`config.mk`:
```
export PLATFORM = sky130hd
export DESIGN_NAME = cdb_arbiter_flat
export DESIGN_NICKNAME = d
export VERILOG_FILES = /design/src/rtl/cdb_arbiter_if.sv /design/src/rtl/cdb_arbiter.sv /design/src/flat_wrapper.sv
export SDC_FILE = /design/constraint.sdc
export NUM_CORES = 1
export LEC_CHECK = 0
export ABC_CLOCK_PERIOD_IN_PS = 6300
export BUFFER_PORTS_ARGS = -buffer_cell sky130_fd_sc_hd__buf_2
export CAP_MARGIN = 20
export CORE_AREA = 5 5 122 124
export CTS_CLUSTER_DIAMETER = 150
export DETAILED_ROUTE_END_ITERATION = 6
export DIE_AREA = 0 0 127 129
export GPL_TIMING_DRIVEN = 0
export PLACE_DENSITY = 0.89
export SYNTH_ARGS = -nofsm -noshare
export SYNTH_HDL_FRONTEND = slang
export SYNTH_SLANG_ARGS = --single-unit
```
`constraint.sdc`:
```
create_clock -name clk -period 6.3 [get_ports clk]
set_clock_uncertainty 0.05 [all_clocks]
set_input_delay 0.945 -clock clk [delete_from_list [all_inputs] [get_ports clk]]
set_output_delay 0.945 -clock clk [all_outputs]
set_load 0.05 [all_outputs]
```
`src/rtl/cdb_arbiter_if.sv`:
```
// cdb_arbiter_if: functional-unit writeback requests and common-data-bus broadcast slots.
// The FU/consumer side takes the master modport; the arbiter takes the slave modport.
interface cdb_arbiter_if #(
    parameter int NUM_FU     = 4,
    parameter int CDB_WIDTH  = 2,
    parameter int ROB_ID_W   = 5,
    parameter int PRF_IDX_W  = 6,
    parameter int ARCH_IDX_W = 5,
    parameter int DATA_W     = 32
) ();
    logic [NUM_FU-1:0]              fu_valid;
    logic [NUM_FU-1:0]              fu_ready;
    logic [NUM_FU*ROB_ID_W-1:0]     fu_rob_id;
    logic [NUM_FU*PRF_IDX_W-1:0]    fu_rd_phy;
    logic [NUM_FU*ARCH_IDX_W-1:0]   fu_rd_arch;
    logic [NUM_FU*DATA_W-1:0]       fu_rd_value;

    logic [CDB_WIDTH-1:0]            cdb_valid;
    logic [CDB_WIDTH*ROB_ID_W-1:0]   cdb_rob_id;
    logic [CDB_WIDTH*PRF_IDX_W-1:0]  cdb_rd_phy;
    logic [CDB_WIDTH*ARCH_IDX_W-1:0] cdb_rd_arch;
    logic [CDB_WIDTH*DATA_W-1:0]     cdb_rd_value;

    modport master (
        output fu_valid, fu_rob_id, fu_rd_phy, fu_rd_arch, fu_rd_value,
        input  fu_ready,
        input  cdb_valid, cdb_rob_id, cdb_rd_phy, cdb_rd_arch, cdb_rd_value
    );

    modport slave (
        input  fu_valid, fu_rob_id, fu_rd_phy, fu_rd_arch, fu_rd_value,
        output fu_ready,
        output cdb_valid, cdb_rob_id, cdb_rd_phy, cdb_rd_arch, cdb_rd_value
    );
endinterface

```
`src/rtl/cdb_arbiter.sv`:
```
// cdb_arbiter: round-robin arbitration of NUM_FU writeback requests onto CDB_WIDTH
// registered broadcast slots (one cycle from grant to CDB).
// Optional macro CDB_ARB_STATS_EN adds per-FU saturating grant/stall counters.
module cdb_arbiter #(
    parameter int NUM_FU     = 4,
    parameter int CDB_WIDTH  = 2,
    parameter int ROB_ID_W   = 5,
    parameter int PRF_IDX_W  = 6,
    parameter int ARCH_IDX_W = 5,
    parameter int DATA_W     = 32
) (
    input  logic                 clk,
    input  logic                 rst,
    input  logic                 flush,
`ifdef CDB_ARB_STATS_EN
    output logic [NUM_FU*32-1:0] stat_grant_cnt,
    output logic [NUM_FU*32-1:0] stat_stall_cnt,
`endif
    cdb_arbiter_if.slave         bus
);
    localparam int PTR_W = (NUM_FU > 1) ? $clog2(NUM_FU) : 1;
    localparam int SUM_W = PTR_W + 1;
    localparam int CNT_W = $clog2(CDB_WIDTH + 1);

    logic [PTR_W-1:0]                rr_ptr;
    logic [PTR_W-1:0]                next_ptr_s;
    logic                            any_grant_s;
    logic [NUM_FU-1:0]               grant_s;
    logic [CDB_WIDTH-1:0]            slot_valid_s;
    logic [PTR_W-1:0]                slot_sel_s [CDB_WIDTH];

    logic [CDB_WIDTH-1:0]            cdb_valid_r;
    logic [CDB_WIDTH*ROB_ID_W-1:0]   cdb_rob_id_r;
    logic [CDB_WIDTH*PRF_IDX_W-1:0]  cdb_rd_phy_r;
    logic [CDB_WIDTH*ARCH_IDX_W-1:0] cdb_rd_arch_r;
    logic [CDB_WIDTH*DATA_W-1:0]     cdb_rd_value_r;

    // Scan FUs from rr_ptr with wrap, granting the first CDB_WIDTH valid requesters in order.
    always_comb begin
        logic [CNT_W-1:0] cnt;
        logic [SUM_W-1:0] idx;
        logic [PTR_W-1:0] last;
        grant_s      = '0;
        slot_valid_s = '0;
        any_grant_s  = 1'b0;
        cnt          = '0;
        idx          = '0;
        last         = '0;
        for (int k = 0; k < CDB_WIDTH; k++) begin
            slot_sel_s[k] = '0;
        end
        for (int off = 0; off < NUM_FU; off++) begin
            idx = SUM_W'(rr_ptr) + SUM_W'(off);
            if (idx >= SUM_W'(NUM_FU)) begin
                idx = idx - SUM_W'(NUM_FU);
            end else begin
                idx = idx;
            end
            if (!rst && !flush && bus.fu_valid[idx] && (cnt < CNT_W'(CDB_WIDTH))) begin
                grant_s[idx]      = 1'b1;
                slot_valid_s[cnt] = 1'b1;
                slot_sel_s[cnt]   = PTR_W'(idx);
                last              = PTR_W'(idx);
                any_grant_s       = 1'b1;
                cnt               = cnt + CNT_W'(1);
            end else begin
                cnt = cnt;
            end
        end
        if (last == PTR_W'(NUM_FU - 1)) begin
            next_ptr_s = '0;
        end else begin
            next_ptr_s = last + PTR_W'(1);
        end
    end

    assign bus.fu_ready     = grant_s;
    assign bus.cdb_valid    = cdb_valid_r;
    assign bus.cdb_rob_id   = cdb_rob_id_r;
    assign bus.cdb_rd_phy   = cdb_rd_phy_r;
    assign bus.cdb_rd_arch  = cdb_rd_arch_r;
    assign bus.cdb_rd_value = cdb_rd_value_r;

    // Register the granted payloads into their slots and advance the round-robin pointer.
    always_ff @(posedge clk) begin
        if (rst) begin
            cdb_valid_r    <= '0;
            cdb_rob_id_r   <= '0;
            cdb_rd_phy_r   <= '0;
            cdb_rd_arch_r  <= '0;
            cdb_rd_value_r <= '0;
            rr_ptr         <= '0;
        end else begin
            cdb_valid_r <= slot_valid_s;
            for (int k = 0; k < CDB_WIDTH; k++) begin
                if (slot_valid_s[k]) begin
                    cdb_rob_id_r[k*ROB_ID_W +: ROB_ID_W] <=
                        bus.fu_rob_id[int'(slot_sel_s[k])*ROB_ID_W +: ROB_ID_W];
                    cdb_rd_phy_r[k*PRF_IDX_W +: PRF_IDX_W] <=
                        bus.fu_rd_phy[int'(slot_sel_s[k])*PRF_IDX_W +: PRF_IDX_W];
                    cdb_rd_arch_r[k*ARCH_IDX_W +: ARCH_IDX_W] <=
                        bus.fu_rd_arch[int'(slot_sel_s[k])*ARCH_IDX_W +: ARCH_IDX_W];
                    cdb_rd_value_r[k*DATA_W +: DATA_W] <=
                        bus.fu_rd_value[int'(slot_sel_s[k])*DATA_W +: DATA_W];
                end
            end
            if (any_grant_s) begin
                rr_ptr <= next_ptr_s;
            end
        end
    end

`ifdef CDB_ARB_STATS_EN
    logic [31:0] grant_cnt_r [NUM_FU];
    logic [31:0] stall_cnt_r [NUM_FU];

    // Per-FU saturating counters of grants and of valid-but-not-granted cycles; flush does not clear them.
    always_ff @(posedge clk) begin
        if (rst) begin
            for (int i = 0; i < NUM_FU; i++) begin
                grant_cnt_r[i] <= 32'd0;
                stall_cnt_r[i] <= 32'd0;
            end
        end else begin
            for (int i = 0; i < NUM_FU; i++) begin
                if (grant_s[i] && (grant_cnt_r[i] != 32'hFFFF_FFFF)) begin
                    grant_cnt_r[i] <= grant_cnt_r[i] + 32'd1;
                end
                if (bus.fu_valid[i] && !grant_s[i] && (stall_cnt_r[i] != 32'hFFFF_FFFF)) begin
                    stall_cnt_r[i] <= stall_cnt_r[i] + 32'd1;
                end
            end
        end
    end

    // Flatten the counter arrays onto the packed stat ports.
    always_comb begin
        stat_grant_cnt = '0;
        stat_stall_cnt = '0;
        for (int i = 0; i < NUM_FU; i++) begin
            stat_grant_cnt[i*32 +: 32] = grant_cnt_r[i];
            stat_stall_cnt[i*32 +: 32] = stall_cnt_r[i];
        end
    end
`endif

endmodule

```
`src/flat_wrapper.sv`:
```
// flat-port wrapper written by rule: the top's interface ports become plain ports
module cdb_arbiter_flat 
#(
    parameter int NUM_FU     = 4,
    parameter int CDB_WIDTH  = 2,
    parameter int ROB_ID_W   = 5,
    parameter int PRF_IDX_W  = 6,
    parameter int ARCH_IDX_W = 5,
    parameter int DATA_W     = 32
)
  (clk, rst, flush, bus_fu_valid, bus_fu_rob_id, bus_fu_rd_phy, bus_fu_rd_arch, bus_fu_rd_value, bus_fu_ready, bus_cdb_valid, bus_cdb_rob_id, bus_cdb_rd_phy, bus_cdb_rd_arch, bus_cdb_rd_value);
  cdb_arbiter_if #(.NUM_FU(NUM_FU), .CDB_WIDTH(CDB_WIDTH), .ROB_ID_W(ROB_ID_W), .PRF_IDX_W(PRF_IDX_W), .ARCH_IDX_W(ARCH_IDX_W), .DATA_W(DATA_W)) bus_i ();
  input  logic clk;
  input  logic rst;
  input  logic flush;
  input wire logic [$bits(bus_i.fu_valid)-1:0] bus_fu_valid;
  input wire logic [$bits(bus_i.fu_rob_id)-1:0] bus_fu_rob_id;
  input wire logic [$bits(bus_i.fu_rd_phy)-1:0] bus_fu_rd_phy;
  input wire logic [$bits(bus_i.fu_rd_arch)-1:0] bus_fu_rd_arch;
  input wire logic [$bits(bus_i.fu_rd_value)-1:0] bus_fu_rd_value;
  output wire logic [$bits(bus_i.fu_ready)-1:0] bus_fu_ready;
  output wire logic [$bits(bus_i.cdb_valid)-1:0] bus_cdb_valid;
  output wire logic [$bits(bus_i.cdb_rob_id)-1:0] bus_cdb_rob_id;
  output wire logic [$bits(bus_i.cdb_rd_phy)-1:0] bus_cdb_rd_phy;
  output wire logic [$bits(bus_i.cdb_rd_arch)-1:0] bus_cdb_rd_arch;
  output wire logic [$bits(bus_i.cdb_rd_value)-1:0] bus_cdb_rd_value;
  assign bus_i.fu_valid = bus_fu_valid;
  assign bus_i.fu_rob_id = bus_fu_rob_id;
  assign bus_i.fu_rd_phy = bus_fu_rd_phy;
  assign bus_i.fu_rd_arch = bus_fu_rd_arch;
  assign bus_i.fu_rd_value = bus_fu_rd_value;
  assign bus_fu_ready = bus_i.fu_ready;
  assign bus_cdb_valid = bus_i.cdb_valid;
  assign bus_cdb_rob_id = bus_i.cdb_rob_id;
  assign bus_cdb_rd_phy = bus_i.cdb_rd_phy;
  assign bus_cdb_rd_arch = bus_i.cdb_rd_arch;
  assign bus_cdb_rd_value = bus_i.cdb_rd_value;
  cdb_arbiter #(.NUM_FU(NUM_FU), .CDB_WIDTH(CDB_WIDTH), .ROB_ID_W(ROB_ID_W), .PRF_IDX_W(PRF_IDX_W), .ARCH_IDX_W(ARCH_IDX_W), .DATA_W(DATA_W)) u_core (.clk(clk), .rst(rst), .flush(flush), .bus(bus_i));
endmodule
```
== Word-level counts from Yosys, hierarchy flattened ==
Index checks and enable logic that the tools add are counted.

* Bits in registers: 100
* Bits of input ports: 199
* Output and inout port bits: 102
* Logic and storage cells: 146

* Add/sub/neg operators: 10
* Multiply operators: 4
* Order comparisons: 27
* Equality and inequality tests: 1
* Shift-type cells: 8
* Multiplexer cells: 57
* Bitwise logic cells: 9
* Reduce and logical (&&, ||, !) cells: 20

{| class="wikitable"
|+ Operators with widths
! operator !! number
|-
| 128-bit by 8-bit variable part select with 32-bit output || 2
|-
| 20-bit by 32-bit variable part select with 5-bit output || 4
|-
| 24-bit by 32-bit variable part select with 6-bit output || 2
|-
| 4-bit 2-to-1 mux || 7
|-
| 2-bit 2-to-1 mux || 13
|-
| 1-bit logical AND || 18
|-
| 1-bit 2-to-1 mux || 16
|-
| 4-bit bitwise mux || 3
|-
| 3-bit by 1-bit >= comparator with 1-bit output, second input constant || 4
|-
| 3-bit < comparator, second input constant || 4
|-
| 3-bit 2-to-1 mux || 4
|-
| 4-bit OR || 3
|-
| 2-bit by 3-bit multiplier with 5-bit output, second input constant || 2
|-
| 3-bit by 2-bit >= comparator with 1-bit output, second input constant || 3
|-
| 3-bit >= comparator, second input constant || 3
|-
| 3-bit by 1-bit < comparator with 1-bit output, second input constant || 3
|-
| 3-bit subtractor, second input constant || 3
|-
| 1-bit binary-select mux with 2-bit select || 4
|-
| 1-bit demux with 2-bit select || 4
|-
| 2-bit < comparator, second input constant || 4
|-
| 2-bit by 2-bit multiplier with 4-bit output, second input constant || 2
|-
| 2-bit by 2-bit adder with 3-bit output, second input constant || 2
|-
| 2-bit demux with 1-bit select || 3
|-
| 2-bit inverter with 3-bit output || 2
|-
| 14 further kinds || 21
|}

== Logic depth before layout (Yosys ltp) ==
Gate-level depths: netlist of the first run.

* Depth in word-level cells: 21
* Gate-level depth with buffers: 20
* Gate-level depth less buffers: 13

== Least setup slack after synthesis of the first run ==
Ideal clock, no wire load.

* Path kind: register -> output
* From: register u_core.rr_ptr[0]
* To: output bus_fu_ready[0]
* Arrival time: 4.503 ns
* Data required time: 5.305 ns
* Slack: 0.802 ns
* Cell stages (with the launch flop): 15
* Buffers on the path: 5
* Path through: dfxtp_1 buf_6 clkbuf_1 inv_1 ha_1 buf_2 nor3b_1 a22o_1 buf_2 ha_1 or2_4 o22a_2 a2111o_1 buf_6 o21ai_0

* Longest elaborated chain between the ends: 15
* Elaborated cells on any way between the ends: 65
* Classes of those cells: add/sub: 9; order compare: 15; mux: 27; bitwise: 3; reduce/logical: 11

{| class="wikitable"
|+ RTL lines
! what !! line !! RTL
|-
| from (decl) || cdb_arbiter.sv:25 || <nowiki>logic [PTR_W-1:0] rr_ptr;</nowiki>
|-
| from (signal assigned) || cdb_arbiter.sv:108 || <nowiki>rr_ptr <= next_ptr_s;</nowiki>
|-
| 2-bit by 3-bit subtractor with 3-bit output / 2-bit by 3-bit >= comparator with 1-bit output (equally long branches) || cdb_arbiter.sv:55, cdb_arbiter.sv:54 ||
|-
| 3-bit 2-to-1 mux || cdb_arbiter.sv:54 || <nowiki>if (idx >= SUM_W'(NUM_FU)) begin</nowiki>
|-
| 1-bit binary-select mux with 2-bit select || cdb_arbiter.sv:59 || <nowiki>if (!rst && !flush && bus.fu_valid[idx] && (cnt < CNT_W'(CDB_WIDTH))) begin</nowiki>
|-
| 1-bit 2-to-1 mux (implied by the code) || cdb_arbiter.sv:59 ||
|-
| 1-bit logical AND || cdb_arbiter.sv:59 ||
|-
| 1-bit 2-to-1 mux || cdb_arbiter.sv:59 ||
|-
| 1-bit by 2-bit < comparator with 1-bit output || cdb_arbiter.sv:59 ||
|-
| 1-bit logical AND || cdb_arbiter.sv:59 ||
|-
| 2-bit 2-to-1 mux || cdb_arbiter.sv:59 ||
|-
| 2-bit < comparator || cdb_arbiter.sv:59 ||
|-
| 1-bit logical AND || cdb_arbiter.sv:59 ||
|-
| 2-bit 2-to-1 mux || cdb_arbiter.sv:59 ||
|-
| 2-bit < comparator || cdb_arbiter.sv:59 ||
|-
| 1-bit logical AND || cdb_arbiter.sv:59 ||
|-
| 4-bit 2-to-1 mux * || cdb_arbiter.sv:59 ||
|-
| to (decl) || flat_wrapper.sv:21 || <nowiki>output wire logic [$bits(bus_i.fu_ready)-1:0] bus_fu_ready;</nowiki>
|}

Mark *: on every way between the ends. The rest lies on a longest branch, timed or not. The select of a mux whose other input is x is not followed.

== Final worst setup path of the first run ==
* From: register u_core.rr_ptr[0]
* To: output bus_fu_ready[1]

The elaborated chain is that of the path after synthesis.

==> results of run 1 <==
==> worst max-delay path, stage by stage (launching register included) <==
cell and delay (ns):
dfxtp_1 0.55, buf_6 0.20, clkbuf_1 0.43, inv_1 0.22
ha_1 0.33, buf_2 0.19, nor3b_1 0.18, a22o_1 0.27
buf_2 0.20, ha_1 0.24, or2_4 0.25, o22a_2 0.27
a2111o_1 0.51, buf_6 0.18, o21ai_0 0.17, buf_2 0.30
==> cells by family after synthesis <==
kind of cell,count (synthesis)
mux,206
buf+inv,73
fa+ha+maj,14
compound gates,137
flops,100
simple gates,145
xor+xnor,1
==> area by class of cell <==
| class | instances | area (µm²) | share of cell area |
|---|---|---|---|
| sequential | 100 | 2000 | 0.236 |
| tap | 180 | 225 | 0.0265 |
| multi-input combinational | 503 | 4050 | 0.477 |
| clock buffer | 10 | 229 | 0.0270 |
| antenna | 2 | 5.00 | 0.000589 |
| timing repair buffer | 300 | 1500 | 0.177 |
| inverter | 12 | 45.0 | 0.00530 |
| clock inverter | 5 | 85.1 | 0.0100 |
| buffer | 61 | 345 | 0.0407 |
==> placed cells by master (no fill, tap or decap), types with 2 or more instances in the layout <==
master and n:
a2111o_1 2, a211oi_1 3, a21o_1 2, a21oi_1 2, a222oi_1 4, buf_1 3, buf_2 318, buf_4 7
buf_6 9, bufinv_16 2, clkbuf_1 25, clkbuf_16 9, dfxtp_1 100, diode_2 2, ha_1 14, inv_1 11
mux2_1 2, mux2_2 2, mux2i_1 199, mux2i_2 2, nand2_1 104, nand2b_1 2, nand3_1 8, nor2_1 12
nor3_1 4, o211ai_1 2, o21ai_0 8, o221ai_1 97, o22ai_1 4, or3_1 2
==> layer usage <==
metal | track usage | vias to the layer above | part of all wire
met3 | 0.0652 | 67 | 0.095
met4 | 0.126 | 0 | 0.029
li1 | - | 3217 | -
met2 | 0.488 | 429 | 0.49
met5 | 0 | - | 0
met1 | 0.335 | 3298 | 0.39
==> state kept, by name, indices dropped and copies added, names as in the netlist <==
signal	cells
u_core.bus.cdb_rd_value	64
u_core.bus.cdb_rd_arch	10
u_core.bus.cdb_rd_phy	12
u_core.bus.cdb_rob_id	10
u_core.rr_ptr	2
u_core.bus.cdb_valid	2
==> power by group <==
| group | internal (mW) | leakage [nW] | switching (mW) | total, mW |
|---|---|---|---|---|
| logic | 0.886 | 2.86 | 1.74 | 2.63 |
| registers | 0.831 | 0.818 | 0.116 | 0.947 |
| clock network | 0.349 | 0.149 | 0.260 | 0.609 |
| total | 2.07 | 3.83 | 2.12 | 4.18 |
==> cells in the mapped netlist, drive strengths merged <==
| cell type | number |
|---|---|
| a2111o | 2 |
| a211oi | 3 |
| a21o | 2 |
| a21oi | 2 |
| a221o | 1 |
| a222oi | 4 |
| a22o | 1 |
| a31o | 1 |
| a31oi | 1 |
| a32oi | 1 |
| a41oi | 1 |
| and2 | 1 |
| and2b | 1 |
| and3 | 1 |
| and4 | 1 |
| and4b | 1 |
| buf | 37 |
| clkbuf | 24 |
| dfxtp | 100 |
| ha | 14 |
| inv | 12 |
| mux2 | 4 |
| mux2i | 201 |
| mux4 | 1 |
| nand2 | 104 |
| nand2b | 3 |
| nand3 | 8 |
| nand4b | 1 |
| nor2 | 12 |
| nor2b | 1 |
| nor3 | 4 |
| nor3b | 1 |
| o211ai | 2 |
| o21ai | 10 |
| o221ai | 97 |
| o22a | 2 |
| o22ai | 5 |
| o31ai | 1 |
| o41a | 1 |
| or2 | 2 |
| or3 | 2 |
| or3b | 1 |
| or4 | 1 |
| xor2 | 1 |
==> metrics by stage <==
step / power (mW) / hold slack, ns / utilization / cells / area (µm²)
floorplan: 2.92 / 0.668 / - / 676 / 6450
global placement: 3.53 / 0.389 / 0.598 / 1156 / 8170
detailed placement: 3.57 / 0.391 / 0.598 / 1156 / 8170
CTS: 4.18 / 0.411 / 0.621 / 1171 / 8490
global route: 4.38 / 0.429 / 0.621 / 1173 / 8490
finish: 4.18 / 0.411 / 0.621 / 1173 / 8490
==> worst max path at each step <==
stage | to | cells after the start
6_report | bus_fu_ready[1] | 15
3_5_place_dp | u_core.bus.cdb_rd_phy[2] | 18
4_1_cts | bus_fu_ready[1] | 15
5_1_grt | bus_fu_ready[2] | 15
3_3_place_gp | u_core.bus.cdb_rd_value[58] | 18
2_1_floorplan | bus_fu_ready[0] | 14
==> results.md, run 1 <==
- Outcome: complete, no violations
- I/O pin total: 301
- F_max: 0.171 GHz
- Initial Util: 0.472
- Clock sink count: 100
- Pre-CTS setup slack: approximately 0.79 ns
- Critical path data arrival time: 4.84 ns
- Cells after Synth: 676
- Critical path type: reg -> out
- Worst reg2reg path depth: 18
- Core area: 13700 µm²
- Adder-cell share of the synthesized area: 0.0272
- Main combinational cell family by area after synthesis: multiplexers
- Clock Latency Late Sink: 0.34 ns
- Pwr/cell area: 492 nW/µm²
- Vias in the first global route: 7084
- Detail Route Antenna Nets: 0
- Critical Path RT: 5.30 ns
- Slew Limit Headroom: 0.510
- Die extent in x: roughly 130 µm
- Syn. warnings: 0
- WL final: about 24 mm
- Vias per inst: between 5 and 6
- Largest cells by area after synthesis: dfxtp_1 31%, mux2i_1 31%, o221ai_1 13%
- Post-synthesis mux area share: 0.324
- Final setup TNS: 0 ns
- GRT Overall Usage: 0.283
- Worst Hold Path EP: u_core.bus.cdb_rob_id[7]
- Avg WL per Cell: 20.7 µm
- Max_cap viols: 0
- First-pass GRT wire length: 36.7 mm
- Max-slew violations: 0
- Worst setup SP type: flop
- Mapped Nets: 889
- Crit Path Max Fanout: 11
- Worst VDD drop: 263 µV
- Synth Area in Compound Gates: 0.179
- Leakage: 3.83 nW
- Final min period: slightly below 6 ns
- Die area: 16400 µm²
- Number of DRC markers in iteration 0: 650
- Die Y-Extent: about 130 µm
- Grt total ovfl: 0
- Simple-Gate Fraction of Synth Area: 0.0974
- Initial antenna violation count: 2
- CTS hold repair buffers: 0
- # H-tree levels: 3
- CTS clk-pin slew, worst paths: 0.08 ns
- Post-CTS setup buffers: 0
- CTS buffer count: 9
- Final hold viol count: 0
- Number of iterations in the first detailed-routing pass: 5
- Least-Margin Pin Slew: 0.735 ns
- Area Growth Syn to Fin: 31.7%
- RSZ-0062 raised after global routing: no
- I/O Buffers: 300
- Seq cells post-synth: 100
- RR Endpoint: u_core.bus.cdb_rd_phy[2]
- # setup viols final: 0
- Post-synth top area cell: dfxtp_1
- DRC violations left: 0
- Largest net degree at the start of global routing: 17
- Post-layout nets: 1200
- CTS Root Cell: clkbuf_16
- Worst Setup SP: u_core.rr_ptr[0]
- Period Utilization, post-route: 0.927
- Routed via count: between 7000 and 8000
- Hold Path Cell Cnt: 2
- FILL cells: about 1100
- Sequential-to-total area share from yosys stat: 0.311
- Worst hold start: u_core.bus.cdb_rob_id[7]
- Reg2reg start: u_core.rr_ptr[0]
- Worst min path class: reg -> reg
- CP Capture Type: output pin
- Synth cell types: 56
- Final Wtd Congestion: approximately 0.97
- Setup slack after layout: 0.461 ns
- Post-synthesis xor/xnor area fraction: 0.00136
- Final HPWL DP: 18.7 mm
- Yosys top cell area share: 0.311
- CTS max path bufs: 2
- Fraction of layout cells with a size suffix above 1: 0.363
- Mapped Area: 6450 µm²
- TritonCTS clock tree: built
- Post-CTS Resized: 0
- Row cnt: 43
- Syn avg cell area: 9.54 µm²
- Flop2flop setup slack: 0.63 ns
Power figures use the tool's default switching activity.
==> inputs of run 2 (changes only) <==
--- a/config.mk
+++ b/config.mk
@@ -13,7 +13,8 @@
 export DETAILED_ROUTE_END_ITERATION = 6
 export DIE_AREA = 0 0 127 129
 export GPL_TIMING_DRIVEN = 0
-export PLACE_DENSITY = 0.89
+export PLACE_DENSITY_LB_ADDON = 0.08
+export RECOVER_POWER = 25
 export SYNTH_ARGS = -nofsm -noshare
 export SYNTH_HDL_FRONTEND = slang
 export SYNTH_SLANG_ARGS = --single-unit
==> run 2 against run 1 <==
  * Via count down 2.8%
  * Utilization down 0.38 points
  * Wire length down 2.2%
  * Die area unchanged
==> results.md, run 2 (synthesis gave the netlist of run 1 again) <==
- Post-CTS setup buffers: 0 (unchanged)
- RSZ-0062 raised after global routing: no
- Sequential cell area: 2000 µm² (unchanged)
- Critical Path RT: 5.30 ns (about the same)
- TritonCTS clock tree: built
- Worst Setup SP: u_core.rr_ptr[0]
- Area Growth Syn to Fin: 30.9%
- Final HPWL DP: 18.4 mm (-1.7%)
- Final min period: 5.84 ns (-0.00287 ns)
- Core area: 13700 µm² (unchanged)
- Area of the multi-input gates: 4050 µm² (unchanged)
- Clock Latency Late Sink: 0.35 ns (about the same)
- Detail Route Antenna Nets: 0 (unchanged)
- Final hold viol count: 0 (unchanged)
- Worst setup SP type: flop
- Number of iterations in the first detailed-routing pass: 5 (unchanged)
- CTS Root Cell: clkbuf_16
- Number of DRC markers in iteration 0: 469 (-28%)
- Initial antenna violation count: 2 (unchanged)
- Most common cell after layout, fill and taps aside: buf_2
- # H-tree levels: 3 (unchanged)
- Vias in the first global route: 6534 (-7.8%)
- Critical path data arrival time: 4.84 ns (about the same)
- Worst VDD drop: 200 µV (-24%)
- CTS max path bufs: 2 (unchanged)
- Least-Margin Pin Slew: 0.675 ns (-0.0595 ns)
- Outcome: complete, no violations
- Initial Util: 0.472 (unchanged)
- Post-CTS Resized: 0 (unchanged)
- Leakage: 3.64 nW (-5.1%)
- Vias per inst: 5.81 (-2.8%)
- F_max: 0.171 GHz (about the same)
- Clock sink count: 100 (unchanged)
- Worst reg2reg path depth: 18 (unchanged)
- Pwr/cell area: 492 nW/µm² (-0.12%)
- CTS hold repair buffers: 0 (unchanged)
- Worst hold start: u_core.bus.cdb_rd_value[30]
- Worst setup path endpoint: bus_fu_ready[2]
- WL final: 23.8 mm (-2.2%)
- Slew Limit Headroom: 0.552 (+0.0416)
- Worst min path class: reg -> reg
- Die extent in x: 127 µm (unchanged)
- First-pass GRT wire length: 35.8 mm (-2.5%)
- Crit Path Max Fanout: 11 (unchanged)
- Avg WL per Cell: 20.3 µm (-2.3%)
- Row cnt: 43 (unchanged)
- Die Y-Extent: 129 µm (unchanged)
- Final setup TNS: 0 ns (unchanged)
- Die area: 16400 µm² (unchanged)
- # setup viols final: 0 (unchanged)
- Flop2flop setup slack: 0.74 ns (+0.11 ns)
- Largest net degree at the start of global routing: 17 (unchanged)
- RR Endpoint: u_core.bus.cdb_rd_value[58]
- Final Wtd Congestion: 0.924 (-4.7%)
- Max-slew violations: 0 (unchanged)
- GRT Overall Usage: 0.276 (-0.00649)
- Most frequent cells in the layout: 268 x buf_2, 199 x mux2i_1, 104 x nand2_1
- I/O Buffers: 300 (unchanged)
- CTS buffer count: 9 (unchanged)
- Critical path type: reg -> out
- Period Utilization, post-route: 0.926 (about the same)
- Power, Total: 4.15 mW (-0.72%)
- FILL cells: 1298 (+15%)
- Fraction of layout cells with a size suffix above 1: 0.315 (-0.0488)
- Reg2reg start: u_core.rr_ptr[0]
- Grt total ovfl: 0 (unchanged)
- Util after Layout: 0.618 (-0.00375)
- I/O pin total: 301 (unchanged)
- DRC violations left: 0 (unchanged)
- Largest register FFs: 64 (unchanged)
- Max_cap viols: 0 (unchanged)
- Routed via count: 6817 (-2.8%)
- CP Capture Type: output pin
- Post-layout nets: 1200 (unchanged)
- CTS clk-pin slew, worst paths: 0.07 ns (about the same)
-- run 2: layer usage --
layer / global-route usage / vias up / share of wire
li1: - / 3223 / -
met1: 0.350 / 3227 / 0.42
met2: 0.463 / 333 / 0.48
met3: 0.0585 / 34 / 0.086
met4: 0.103 / 0 / 0.020
met5: 0 / - / 0
-- run 2: worst max-delay path, stage by stage (launching register included) --
cell,delay [ns]
dfxtp_1,0.57
buf_6,0.21
clkbuf_1,0.36
inv_1,0.21
ha_1,0.32
buf_2,0.20
nor3b_1,0.18
a22o_1,0.27
buf_2,0.21
ha_1,0.25
or2_4,0.25
o22a_2,0.27
a2111o_1,0.51
buf_6,0.18
o21ai_0,0.18
buf_2,0.31
-- run 2: worst min-delay path by stage --
stage	end	slack (ns)	depth (start not counted)
4_1_cts	u_core.bus.cdb_rd_value[21]	0.41	2
3_3_place_gp	u_core.bus.cdb_rd_value[56]	0.39	2
6_report	u_core.bus.cdb_rd_value[30]	0.41	2
3_5_place_dp	u_core.bus.cdb_rd_arch[1]	0.39	2
5_1_grt	u_core.bus.cdb_rd_value[21]	0.43	2
2_1_floorplan	u_core.bus.cdb_rd_arch[5]	0.67	2
-- run 2: stage by stage --
step	cell area [µm²]	hold slack, ns	cells	setup slack, ns
CTS	8500	0.413	1172	0.475
finish	8440	0.414	1174	0.464
floorplan	6450	0.668	676	0.802
global route	8440	0.429	1174	0.201
detailed placement	8170	0.392	1156	0.724
global placement	8170	0.390	1156	0.732
-- run 2: power breakdown --
group / total, mW / internal (mW) / switching (mW)
registers: 0.947 / 0.831 / 0.116
logic: 2.59 / 0.860 / 1.73
clock network: 0.617 / 0.359 / 0.258
-- run 2: final cells by class --
class	count	area share
multi-input cells	503	0.480
flip-flops and latches	100	0.237
repair buffers	300	0.170
plain buffers	61	0.0409
clock buffers	10	0.0283
well taps	180	0.0267
clock inverters	6	0.0102
inverters	12	0.00534
diodes	2	0.000593
==> inputs of run 3 (changes only) <==
--- a/config.mk
+++ b/config.mk
@@ -13,8 +13,10 @@
 export DETAILED_ROUTE_END_ITERATION = 6
 export DIE_AREA = 0 0 127 129
 export GPL_TIMING_DRIVEN = 0
+export MAX_ROUTING_LAYER = met4
 export PLACE_DENSITY_LB_ADDON = 0.08
 export RECOVER_POWER = 25
+export SLEW_MARGIN = 20
 export SYNTH_ARGS = -nofsm -noshare
 export SYNTH_HDL_FRONTEND = slang
 export SYNTH_SLANG_ARGS = --single-unit
==> run 3 against run 2 <==
  * Global-route usage is 0.71 points higher
  * First-iteration DRC count decreased by 4.7%
  * Critical path depth unchanged
  * Clock power is 3% lower
  * Highest routed layer unchanged
  * Cell area shrank 0.19%
  * Sequential share of layout area barely moved
  * Via count shrank 1.6%
  * Wire length shrank 0.24%
  * Clock-buffer cell count increased by 2
  * Cell count barely moved
  * Die area stayed put
  * Hold slack worse by 0.0033 ns
==> results.md, run 3 (synthesis gave the netlist of run 1 again) <==
- CP cell instances: buf_6, clkbuf_1, inv_1, ha_1, buf_2, nor3b_1, a22o_1, buf_2, ha_1, or2_4, o22a_2, a2111o_1, buf_6, o21ai_0, buf_2
- Critical path type: reg -> out
- FILL cells: 1295 (-0.23%)
- Worst Hold Path EP: u_core.bus.cdb_rd_value[35]
- Post-CTS setup buffers: 0 (unchanged)
- Initial Util: 0.472 (unchanged)
- CTS max path bufs: 2 (unchanged)
- Critical Path RT: 5.30 ns (about the same)
- Max_cap viols: 0 (unchanged)
- Die Y-Extent: 129 µm (unchanged)
- Detail Route Antenna Nets: 0 (unchanged)
- Avg WL per Cell: 20.2 µm (-0.16%)
- Flop2flop setup slack: 0.72 ns (-0.02 ns)
- Final Wtd Congestion: 0.886 (-4.0%)
- Max-slew violations: 0 (unchanged)
- Vias in the first global route: 6672 (+2.1%)
- Area Growth Syn to Fin: 30.7%
- Most common cell after layout, fill and taps aside: buf_2
- Clock Latency Late Sink: 0.35 ns (about the same)
- Crit path top cell by count: buf_2
- Critical path data arrival time: 4.80 ns (-0.04 ns)
- Met1 global-route usage: 0.347 (-0.00375)
- Number of DRC markers in iteration 0: 447 (-4.7%)
- Grt total ovfl: 0 (unchanged)
- Slew Limit Headroom: 0.543 (-0.00877)
- CP Capture Type: output pin
- Die extent in x: 127 µm (unchanged)
- RSZ-0062 raised after global routing: no
- Post-layout nets: 1200 (unchanged)
- Crit Path Max Fanout: 11 (unchanged)
- Grt peak-use layer: met2
- # H-tree levels: 3 (unchanged)
- Most frequent cells in the layout: 268 x buf_2, 199 x mux2i_1, 104 x nand2_1
- Util after Layout: 0.616 (-0.00119)
- Clock sink count: 100 (unchanged)
- Worst reg2reg path depth: 18 (unchanged)
- First-pass GRT wire length: 35.7 mm (-0.44%)
- CTS hold repair buffers: 0 (unchanged)
- I/O pin total: 301 (unchanged)
- Number of iterations in the first detailed-routing pass: 5 (unchanged)
- Reg2reg start: u_core.rr_ptr[0]
- Post-CTS Resized: 0 (unchanged)
- Pre-CTS setup slack: 0.783 ns (+0.0587 ns)
- Post-route design area: 8420 µm² (-0.19%)
- Largest net degree at the start of global routing: 15 (-2)
- RR Endpoint: u_core.bus.cdb_rd_value[29]
- GRT Overall Usage: 0.283 (+0.00712)
- Die area: 16400 µm² (unchanged)
- Worst setup SP type: flop
- Met2 usage: 0.451 (-0.0112)
- Least-Margin Pin Slew: 0.689 ns (+0.0132 ns)
- Hold Path Cell Cnt: 2 (unchanged)
- Worst hold start: u_core.bus.cdb_rd_value[35]
- # setup viols final: 0 (unchanged)
- Period Utilization, post-route: 0.920 (-0.00640)
- WL final: 23.7 mm (-0.24%)
- Final setup TNS: 0 ns (unchanged)
- Final HPWL DP: 18.2 mm (-0.99%)
- Placed cell area: 8170 µm² (unchanged)
- Worst VDD drop: 225 µV (+12%)
- Pwr/cell area: 490 nW/µm² (-0.36%)
- Largest register FFs: 64 (unchanged)
- CTS Root Cell: clkbuf_16
- Core area: 13700 µm² (unchanged)
- CTS clk-pin slew, worst paths: 0.07 ns (about the same)
- CP max stage delay: 0.54 ns (-0.03 ns)
- TritonCTS clock tree: built
- Initial antenna violation count: 3 (+1)
- I/O Buffers: 300 (unchanged)
- DRC violations left: 0 (unchanged)
- Worst min path class: reg -> reg
- Final min period: 5.80 ns (-0.0403 ns)
- Routed via count: 6709 (-1.6%)
- Slowest-stage cell, CP: dfxtp_1
- Row cnt: 43 (unchanged)
- Vias per inst: 5.72 (-1.5%)
- Final hold viol count: 0 (unchanged)
- Met3 GRT Util: 0.0648 (+0.00623)
- Leakage: 3.63 nW (-0.23%)
- Setup slack after layout: 0.504 ns (+0.0403 ns)
- Outcome: complete, no violations
- F_max: 0.173 GHz (+0.70%)
- CTS buffer count: 9 (unchanged)
- Fraction of layout cells with a size suffix above 1: 0.311 (-0.00341)
run 3: changes by cell type in the layout (fill, tap and decap cells not counted), sizes merged:
cell,before,now
clkbuf,84,86
diode,2,3
clkinvlp,1,0
clkinv,2,0
inv,13,12
run 3: how the worst max path moves through the flow:
stage	start	to	slack, ns	cells past startpoint
CTS	u_core.rr_ptr[0]	bus_fu_ready[3]	0.50	15
detailed placement	u_core.rr_ptr[0]	u_core.bus.cdb_rd_phy[11]	0.78	18
global placement	u_core.rr_ptr[0]	u_core.bus.cdb_rd_value[52]	0.74	17
floorplan	u_core.rr_ptr[0]	bus_fu_ready[0]	0.80	14
finish	u_core.rr_ptr[0]	bus_fu_ready[3]	0.50	15
global route	u_core.rr_ptr[0]	bus_fu_ready[3]	0.24	15
run 3: layout make-up:
type	count	area [µm²]	area share
Multi-Input combinational cell	503	4050	0.481
Sequential cell	100	2000	0.238
Timing Repair Buffer	300	1440	0.171
Buffer	61	345	0.0410
Clock buffer	12	246	0.0293
Tap cell	180	225	0.0267
Clock inverter	2	60.1	0.00713
Inverter	12	45.0	0.00535
Antenna cell	3	7.51	0.000891
run 3: metal layers:
layer / up-vias / wire (µm)
li1: 3230 / -
met1: 3131 / 9880
met2: 296 / 11300
met3: 52 / 1830
met4: 0 / 712
met5: - / 0
run 3: worst max-delay path, delay by kind of cell, from the launching register on:
family | cells | cell delay (ns)
buf+inv | 7 | 1.68
simple gates | 2 | 0.43
compound gates | 4 | 1.23
fa+ha+maj | 2 | 0.56
flops | 1 | 0.54
run 3: stage by stage:
step           total power, mW  cells  hold slack (ns)
6_report                  4.13   1173            0.411
3_5_place_dp              3.56   1156            0.391
4_1_cts                   4.16   1170            0.409
5_1_grt                   4.34   1173            0.432
2_1_floorplan             2.92    676            0.668
3_3_place_gp              3.56   1156            0.389
run 3: power by group:
| part | switching [mW] | total, mW | internal, mW |
|---|---|---|---|
| combinational | 1.73 | 2.58 | 0.857 |
| clock | 0.242 | 0.598 | 0.355 |
| sequential | 0.116 | 0.947 | 0.831 |
